`config.mk`:
```
export PLATFORM = sky130hd
export DESIGN_NAME = button_conditioner
export DESIGN_NICKNAME = d
export VERILOG_FILES = /design/src/rtl/btn_cond_pkg.sv /design/src/rtl/btn_channel.sv /design/src/rtl/button_conditioner.sv
export SDC_FILE = /design/constraint.sdc
export NUM_CORES = 1
export LEC_CHECK = 0
export BUFFER_PORTS_ARGS = -buffer_cell sky130_fd_sc_hd__buf_2
export CAP_MARGIN = 20
export CORE_UTILIZATION = 55
export DETAILED_ROUTE_END_ITERATION = 10
export PLACE_DENSITY = 0.74
export SYNTH_ARGS = -nofsm -noshare
export SYNTH_HDL_FRONTEND = slang
export SYNTH_SLANG_ARGS = --single-unit
```
`constraint.sdc`:
```
create_clock -name clk_i -period 2.7 [get_ports clk_i]
set_input_delay 0.27 -clock clk_i [delete_from_list [all_inputs] [get_ports clk_i]]
set_output_delay 0.27 -clock clk_i [all_outputs]
set_load 0.1 [all_outputs]
```
`src/rtl/btn_cond_pkg.sv`:
```
// Shared definitions for the button conditioner: per-channel FSM states,
// default parameter values and a counter-width helper.
// Optional feature macro: BTN_COND_REPEAT_EN (auto-repeat press while held).
package btn_cond_pkg;

  typedef enum logic [1:0] {
    RELEASED = 2'd0,
    PRESSED  = 2'd1,
    HELD     = 2'd2
  } ch_state_e;

  localparam int unsigned DEF_N_CH            = 5;
  localparam int unsigned DEF_SYNC_STAGES     = 2;
  localparam int unsigned DEF_DEBOUNCE_CYCLES = 1_000_000;
  localparam int unsigned DEF_HOLD_CYCLES     = 50_000_000;
  localparam int unsigned DEF_REPEAT_CYCLES   = 10_000_000;

  // Width of a counter that must reach n-1; never narrower than one bit.
  function automatic int unsigned cnt_w(input int unsigned n);
    return (n < 2) ? 1 : $clog2(n);
  endfunction

endpackage

```
`src/rtl/btn_channel.sv`:
```
// One conditioner channel: synchroniser, debounce counter and
// RELEASED/PRESSED/HELD FSM producing registered level and event pulses.
// Optional feature macro: BTN_COND_REPEAT_EN adds auto-repeat press pulses
// every REPEAT_CYCLES while the channel is in HELD.
// Ports:
//   clk_i      clock
//   rst_i      synchronous active-high reset
//   btn_i      raw asynchronous pin
//   level_o    debounced level
//   press_o    1-cycle pulse on debounced rise (and auto-repeat)
//   release_o  1-cycle pulse on debounced fall
//   hold_o     1-cycle pulse on entry to HELD
//   held_o     high while in HELD
module btn_channel
  import btn_cond_pkg::*;
#(
  parameter int unsigned SYNC_STAGES     = DEF_SYNC_STAGES,
  parameter int unsigned DEBOUNCE_CYCLES = DEF_DEBOUNCE_CYCLES,
  parameter int unsigned HOLD_CYCLES     = DEF_HOLD_CYCLES,
  parameter int unsigned REPEAT_CYCLES   = DEF_REPEAT_CYCLES
) (
  input  logic clk_i,
  input  logic rst_i,
  input  logic btn_i,
  output logic level_o,
  output logic press_o,
  output logic release_o,
  output logic hold_o,
  output logic held_o
);

  localparam int unsigned DCNT_W = cnt_w(DEBOUNCE_CYCLES);
  localparam int unsigned HCNT_W = cnt_w(HOLD_CYCLES);

  // Elaboration-time parameter sanity check.
  if (SYNC_STAGES < 2 || DEBOUNCE_CYCLES < 2 || HOLD_CYCLES <= DEBOUNCE_CYCLES ||
      REPEAT_CYCLES < 2) begin : g_bad_params
    $error("btn_channel: illegal parameter combination");
  end

  logic [SYNC_STAGES-1:0] sync_q;
  logic                   s_c;
  logic [DCNT_W-1:0]      dcnt_q, dcnt_d;
  logic [HCNT_W-1:0]      hcnt_q, hcnt_d;
  logic                   level_q, level_d;
  logic                   press_q, press_d;
  logic                   release_q, release_d;
  logic                   hold_q, hold_d;
  logic                   held_q, held_d;
  logic                   rise_c, fall_c;
  ch_state_e              state_q, state_d;

`ifdef BTN_COND_REPEAT_EN
  localparam int unsigned RCNT_W = cnt_w(REPEAT_CYCLES);
  logic [RCNT_W-1:0] rcnt_q, rcnt_d;
`endif

  assign s_c = sync_q[SYNC_STAGES-1];

  // Debounce, FSM next-state and event generation.
  always_comb begin
    dcnt_d    = dcnt_q;
    hcnt_d    = hcnt_q;
    level_d   = level_q;
    state_d   = state_q;
    press_d   = 1'b0;
    release_d = 1'b0;
    hold_d    = 1'b0;
`ifdef BTN_COND_REPEAT_EN
    rcnt_d    = rcnt_q;
`endif

    // Any return of s to level before the window expires restarts the window.
    if (s_c == level_q) begin
      dcnt_d = '0;
    end else if (dcnt_q == DCNT_W'(DEBOUNCE_CYCLES - 1)) begin
      dcnt_d  = '0;
      level_d = ~level_q;
    end else begin
      dcnt_d = dcnt_q + DCNT_W'(1);
    end

    // Events key off level_d so pulses line up with the level_o change.
    rise_c = level_d & ~level_q;
    fall_c = ~level_d & level_q;

    case (state_q)
      RELEASED: begin
        if (rise_c) begin
          state_d = PRESSED;
          press_d = 1'b1;
          hcnt_d  = '0;
        end
      end
      PRESSED: begin
        if (fall_c) begin
          state_d   = RELEASED;
          release_d = 1'b1;
          hcnt_d    = '0;
        end else if (hcnt_q == HCNT_W'(HOLD_CYCLES - 1)) begin
          state_d = HELD;
          hold_d  = 1'b1;
`ifdef BTN_COND_REPEAT_EN
          rcnt_d  = '0;
`endif
        end else begin
          hcnt_d = hcnt_q + HCNT_W'(1);
        end
      end
      HELD: begin
        if (fall_c) begin
          state_d   = RELEASED;
          release_d = 1'b1;
          hcnt_d    = '0;
`ifdef BTN_COND_REPEAT_EN
          rcnt_d    = '0;
        end else if (rcnt_q == RCNT_W'(REPEAT_CYCLES - 1)) begin
          press_d = 1'b1;
          rcnt_d  = '0;
        end else begin
          rcnt_d = rcnt_q + RCNT_W'(1);
`endif
        end
      end
      default: begin
        state_d = RELEASED;
        hcnt_d  = '0;
      end
    endcase

    held_d = (state_d == HELD);
  end

  // State and output registers.
  always_ff @(posedge clk_i) begin
    if (rst_i) begin
      sync_q    <= '0;
      dcnt_q    <= '0;
      hcnt_q    <= '0;
      level_q   <= 1'b0;
      press_q   <= 1'b0;
      release_q <= 1'b0;
      hold_q    <= 1'b0;
      held_q    <= 1'b0;
      state_q   <= RELEASED;
`ifdef BTN_COND_REPEAT_EN
      rcnt_q    <= '0;
`endif
    end else begin
      sync_q    <= {sync_q[SYNC_STAGES-2:0], btn_i};
      dcnt_q    <= dcnt_d;
      hcnt_q    <= hcnt_d;
      level_q   <= level_d;
      press_q   <= press_d;
      release_q <= release_d;
      hold_q    <= hold_d;
      held_q    <= held_d;
      state_q   <= state_d;
`ifdef BTN_COND_REPEAT_EN
      rcnt_q    <= rcnt_d;
`endif
    end
  end

  assign level_o   = level_q;
  assign press_o   = press_q;
  assign release_o = release_q;
  assign hold_o    = hold_q;
  assign held_o    = held_q;

endmodule

```
`src/rtl/button_conditioner.sv`:
```
// N-channel pushbutton/switch conditioner: each channel is synchronised,
// debounced and decoded into level plus press/release/long-press events.
// Optional feature macro: BTN_COND_REPEAT_EN enables auto-repeat press pulses
// while a channel is held.
// Ports:
//   clk_i      system clock
//   rst_i      synchronous active-high reset
//   btn_i      raw asynchronous pins, one per channel
//   level_o    debounced levels
//   press_o    press pulses (debounced rise, plus auto-repeat when enabled)
//   release_o  release pulses
//   hold_o     long-press pulses
//   held_o     high while a channel is in HELD
module button_conditioner
  import btn_cond_pkg::*;
#(
  parameter int unsigned N_CH            = DEF_N_CH,
  parameter int unsigned SYNC_STAGES     = DEF_SYNC_STAGES,
  parameter int unsigned DEBOUNCE_CYCLES = DEF_DEBOUNCE_CYCLES,
  parameter int unsigned HOLD_CYCLES     = DEF_HOLD_CYCLES,
  parameter int unsigned REPEAT_CYCLES   = DEF_REPEAT_CYCLES
) (
  input  logic            clk_i,
  input  logic            rst_i,
  input  logic [N_CH-1:0] btn_i,
  output logic [N_CH-1:0] level_o,
  output logic [N_CH-1:0] press_o,
  output logic [N_CH-1:0] release_o,
  output logic [N_CH-1:0] hold_o,
  output logic [N_CH-1:0] held_o
);

  if (N_CH < 1 || N_CH > 32) begin : g_bad_nch
    $error("button_conditioner: N_CH must be 1..32");
  end

  // Independent channels, one per pin.
  for (genvar g = 0; g < N_CH; g++) begin : g_ch
    btn_channel #(
      .SYNC_STAGES    (SYNC_STAGES),
      .DEBOUNCE_CYCLES(DEBOUNCE_CYCLES),
      .HOLD_CYCLES    (HOLD_CYCLES),
      .REPEAT_CYCLES  (REPEAT_CYCLES)
    ) u_ch (
      .clk_i    (clk_i),
      .rst_i    (rst_i),
      .btn_i    (btn_i[g]),
      .level_o  (level_o[g]),
      .press_o  (press_o[g]),
      .release_o(release_o[g]),
      .hold_o   (hold_o[g]),
      .held_o   (held_o[g])
    );
  end

endmodule

```
# Word level (Yosys, flattened, before mapping)
# Cells that the tools add are included.
# totals
word_cells	245
reg_bits	275
output_inout_bits	25
# op_classes
mux	75
eq_ne	45
n_addsub	10
bitwise_logic	35
n_reduce_logical	35
# op_table
op	n
26-bit 2-to-1 mux	20
26-bit one-hot mux with 3 select lines	5
26-bit by 1-bit adder with 26-bit output, second input constant	5
26-bit == test, second input constant	5
20-bit by 1-bit adder with 20-bit output, second input constant	5
20-bit == test, second input constant	5
2-bit 2-to-1 mux	20
2-bit one-hot mux with 3 select lines	5
2-bit OR reduction	15
3-bit OR reduction	10
1-bit 2-to-1 mux	25
1-bit NOT	25
2-bit == test, second input constant	10
2-bit by 1-bit inequality test with 1-bit output, second input constant	10
3-bit by 2-bit inequality test with 1-bit output, second input constant	5
3-bit AND reduction	5
1-bit AND	10
2-bit by 1-bit == test with 1-bit output, second input constant	5
2-bit logical NOT	5
1-bit == test	5

# Depth between registers and ports, before layout
# logic_depth
depth_word	8
mapped_depth	10

# Modules after synthesis
# From an unflattened synthesis, not the netlist that was laid out.
# hier_totals
cells_unflattened	1687
hier_area_um2	14049.7
# by_module_without_submodules
module	area_each_um2	n_inst	seq_area_each_um2	cells_per_inst
btn_channel at g_ch[0].u_ch ...	2806.4	4	1101.1	342
btn_channel at g_ch[4].u_ch	2824.0	1	1101.1	319

# Least setup slack after synthesis
# OpenSTA, ideal clock, no wires.
# synth_path
path_kind	register to register
start	reg g_ch[4].u_ch.dcnt_q[7]
end	reg g_ch[4].u_ch.hcnt_q[12]
period_less_slack_ns	2.796
setup_time_ns	0.070
stages_incl_launch_ff	9
arrival_time_ns	2.726
path_slack_ns	-0.096
n_path_buf	2
cell_sequence	dfxtp_1 -> or4b_1 -> or4_1 -> buf_2 -> o21a_1 -> or3_1 -> buf_2 -> or4_1 -> a21oi_1
# synth_via
elab_chain_cells	7
word_cells_on_any_way	12
# synth_rtl
element	line_no	source
start: declaration	btn_channel.sv:43	logic [DCNT_W-1:0] dcnt_q, dcnt_d;
start signal: assignment	btn_channel.sv:151	dcnt_q <= dcnt_d;
20-bit == test *	btn_channel.sv:76	end else if (dcnt_q == DCNT_W'(DEBOUNCE_CYCLES - 1)) begin
1-bit 2-to-1 mux *	btn_channel.sv:76	
1-bit 2-to-1 mux *	btn_channel.sv:74	if (s_c == level_q) begin
1-bit NOT	btn_channel.sv:85	fall_c = ~level_d & level_q;
1-bit AND	btn_channel.sv:85	
3-bit by 2-bit inequality test with 1-bit output (no source line) (tied with other cells)	--	
3-bit AND reduction (no source line) or 26-bit one-hot mux with 3 select lines (tied branches)	--	
end signal: assignment	btn_channel.sv:152	hcnt_q <= hcnt_d;
end: declaration	btn_channel.sv:44	logic [HCNT_W-1:0] hcnt_q, hcnt_d;
# Every way passes the cells marked *; elsewhere a longest branch is shown, timed or not.
# A chain may end at the register's enable or synchronous reset.

# Final worst setup path
# layout_path
start	reg g_ch[4].u_ch.dcnt_q[6]
end	reg g_ch[4].u_ch.hcnt_q[14]
# Same word-level chain as after synthesis.

==> metrics.txt <==
worst setup path startpoint g_ch[4].u_ch.dcnt_q[6]$_SDFF_PP0_; RR Startpoint g_ch[4].u_ch.dcnt_q[6]$_SDFF_PP0_; Area after DPL 14700 sq um; clock slew at reported path FFs 60 ps; TritonCTS clock tree done; Reg-to-Reg End g_ch[4].u_ch.hcnt_q[14]$_SDFFE_PP0P_; R2R cell count 8; vias per cell 5.88; worst-case clock skew 18.1 ps; die width 160 um; instance count on the critical path 8; kind of critical path register to register; hold slack 24.8 ps; Final Hold Violating Endpoints 0; PD cells 526 nW/um^2; Site Rows 57; die extent in y 160 um; arrival time of the worst setup path 3260 ps; reg-to-reg setup timing slack -70 ps; Final setup viols 5; CTS root buf clkbuf_16; Worst Path Required 3200 ps; FILL cells 1962; maxcap violations 0; register area share after synthesis 0.399; area of the core 24500 sq um; drt drc 0; htree depth 1; nets 1835; RSZ-0062 raised after global routing yes; Top delay family on crit path simple AND/OR/NAND/NOR gates; clock sink count 275; Worst setup EP type register; worst hold path class input pin to register; Post-Route WL 31.8 mm; LEAKAGE 5.70 nW; Unique masters post-synth 76; worst hold stages 2; Final GP Congestion 0.866; layout cells sized above 1 0.153; Final Util 0.669; port bufs 31; largest net degree at the start of global routing 79; PnR worst setup slack -66.6 ps; Buffers & Inverters on Critical Path 2; crit share post-route 1.02; DRT Pass-1 Iters 5; register bit total from synthesis 275; Inserted Clock Buffers 30; Vias 12600; Async SR Flop Fraction 0; I/O pins 32; GRT overflow 0; Syn Inst Count 1695; YS warnings 0; Avg Cell Area, Syn 8.14 sq um; syn nets 1732; post-route cell area 16400 sq um; area grow syn2layout 18.6%; critical-path cell list or4b_4 -> or4_4 -> o21a_1 -> buf_6 -> or3_4 -> buf_4 -> or3_1 -> a21oi_1; max incr delay on CP 530 ps; Top FF cell, synth dfxtp_1; status finished, violations left; Routed Antenna Nets 0; failing checks negative setup slack; Worst Hold Endpoint g_ch[2].u_ch.sync_q[0]$_SDFF_PP0_; Hold Startpoint btn_i[2]; global-route usage over all layers 0.242; Initial Utilization 0.564; Slew @ Worst Pin 763 ps; Post-synth EDFFs 0; first-pass GRT wire length 54.1 mm; die area 25700 sq um; final worst path period need 2770 ps; wire per inst 14.8 um; vias in the first global route 11800; fin. max-slew vios 0; Crit Path Max Fanout 6; fmax 361 MHz; worst-path cell with the longest stage delay or4b_4; initial antenna violation count 0; Worst setup SP type register; Skew-Pair Late Insertion Delay 560 ps; CTS max path bufs 3; relative slew slack 0.491; diode count 0; worst vdd ir 0.461 mV; Detail Placement HPWL 21.4 mm; Final TNS setup -155 ps; synthesized area 13800 sq um; DR iter-0 viols 905
synth_stat cells (all sizes together), types with 30 or more instances:
| cell type | number | area [sq um] |
|---|---|---|
| a21oi | 97 | 485 |
| and3 | 41 | 257 |
| buf | 40 | 269 |
| clkbuf | 53 | 199 |
| dfxtp | 275 | 5510 |
| ha | 30 | 375 |
| inv | 42 | 158 |
| nand2 | 172 | 646 |
| nand3 | 101 | 505 |
| nand4 | 40 | 250 |
| nor2 | 205 | 769 |
| nor3 | 51 | 260 |
| o21ai | 79 | 395 |
| xnor2 | 38 | 333 |
| xor2 | 61 | 534 |
layout by cell type (no fill, tap or decap), types with 14 or more instances in the layout:
cell type / netlist / routed
xnor2_1: 38 / 38
a311oi_1: 21 / 21
nand4_1: 40 / 40
nor2b_1: 14 / 14
buf_4: 25 / 112
buf_2: 8 / 31
o211ai_1: 20 / 20
xor2_1: 61 / 61
nor2_1: 205 / 205
and4_1: 15 / 15
nor3_1: 50 / 40
dfxtp_1: 275 / 270
nand3_1: 101 / 100
or3_1: 25 / 24
nor4_1: 22 / 21
a31oi_1: 24 / 24
and3_1: 41 / 41
inv_1: 42 / 42
nand2_1: 172 / 172
o21ai_0: 74 / 71
a21oi_1: 97 / 94
o31ai_1: 16 / 16
ha_1: 30 / 29
or4_1: 25 / 17
a21o_1: 15 / 15
clkbuf_16: 0 / 31
layer usage:
layer	routed length, um	GRT usage	vias to the layer above
met5	0	0	-
met1	14700	0.326	5971
met4	573	0.0610	0
met2	15300	0.409	265
met3	1280	0.0300	46
li1	-	-	6338
power breakdown:
group | switching, mW | internal [mW] | leakage, nW
clock | 1.68 | 2.74 | 0.546
combinational | 0.0801 | 0.0385 | 2.94
sequential | 0.00663 | 4.07 | 2.22
cells by family after synthesis:
kind of cell,share of synthesized area
buffers and inverters,0.0453
XOR/XNOR,0.0628
multiplexers,0.00290
flip-flops,0.399
AO/OA/AOI/OAI,0.166
adder cells (fa/ha/maj),0.0272
AND/OR/NAND/NOR,0.297
worst register-to-register path: cells and delay by family (launching register included):
family	cells	cell delay, ps
and+or+nand+nor	4	1790
DFF	1	320
AOI/OAI and AO/OA	2	320
buffers and inverters	2	280
final cells by class:
class                      instances  area (sq um)  area share
multi-input combinational       1286          7950       0.485
sequential                       275          5510       0.337
timing repair buffer             163          1260      0.0772
clock buffer                      36           823      0.0503
tap                              324           405      0.0248
clock inverter                    20           264      0.0161
inverter                          42           158     0.00963
worst max-delay path by stage:
stage | end
final | g_ch[4].u_ch.hcnt_q[14]$_SDFFE_PP0P_
after floorplan | g_ch[4].u_ch.hcnt_q[12]$_SDFFE_PP0P_
after detailed placement | g_ch[4].u_ch.hcnt_q[11]$_SDFFE_PP0P_
after global placement | g_ch[4].u_ch.hcnt_q[11]$_SDFFE_PP0P_
after CTS | g_ch[4].u_ch.hcnt_q[12]$_SDFFE_PP0P_
after global routing | g_ch[4].u_ch.hcnt_q[12]$_SDFFE_PP0P_
stage by stage:
| stage | total power [mW] | worst slack, ps | std cells |
|---|---|---|---|
| final | 8.61 | -66.6 | 2146 |
| after global routing | 8.89 | -118 | 2146 |
| after global placement | 4.28 | -326 | 2063 |
| after detailed placement | 4.28 | -349 | 2063 |
| after CTS | 8.69 | -80.1 | 2129 |
| after floorplan | 4.23 | -64.1 | 1695 |
registers in the layout, indices dropped and copies added, names as in the netlist:
| name | cells |
|---|---|
| g_ch.u_ch.held_o | 5 |
| g_ch.u_ch.release_o | 5 |
| g_ch.u_ch.sync_q | 10 |
| g_ch.u_ch.dcnt_q | 100 |
| g_ch.u_ch.hold_o | 5 |
| g_ch.u_ch.press_o | 5 |
| g_ch.u_ch.hcnt_q | 130 |
| g_ch.u_ch.level_o | 5 |
| g_ch.u_ch.state_q | 10 |
what timing repair did:
item                                   4_1_cts  5_1_grt
buffers inserted                             6       13
pin swaps                                    9       26
setup endpoints to repair                   42       69
endpoints found under the hold margin        4        0
hold buffers                                 4        0
gates cloned                                 0        5
gates resized for setup                     18       51
Note: power is estimated with default switching activity, not from simulation.
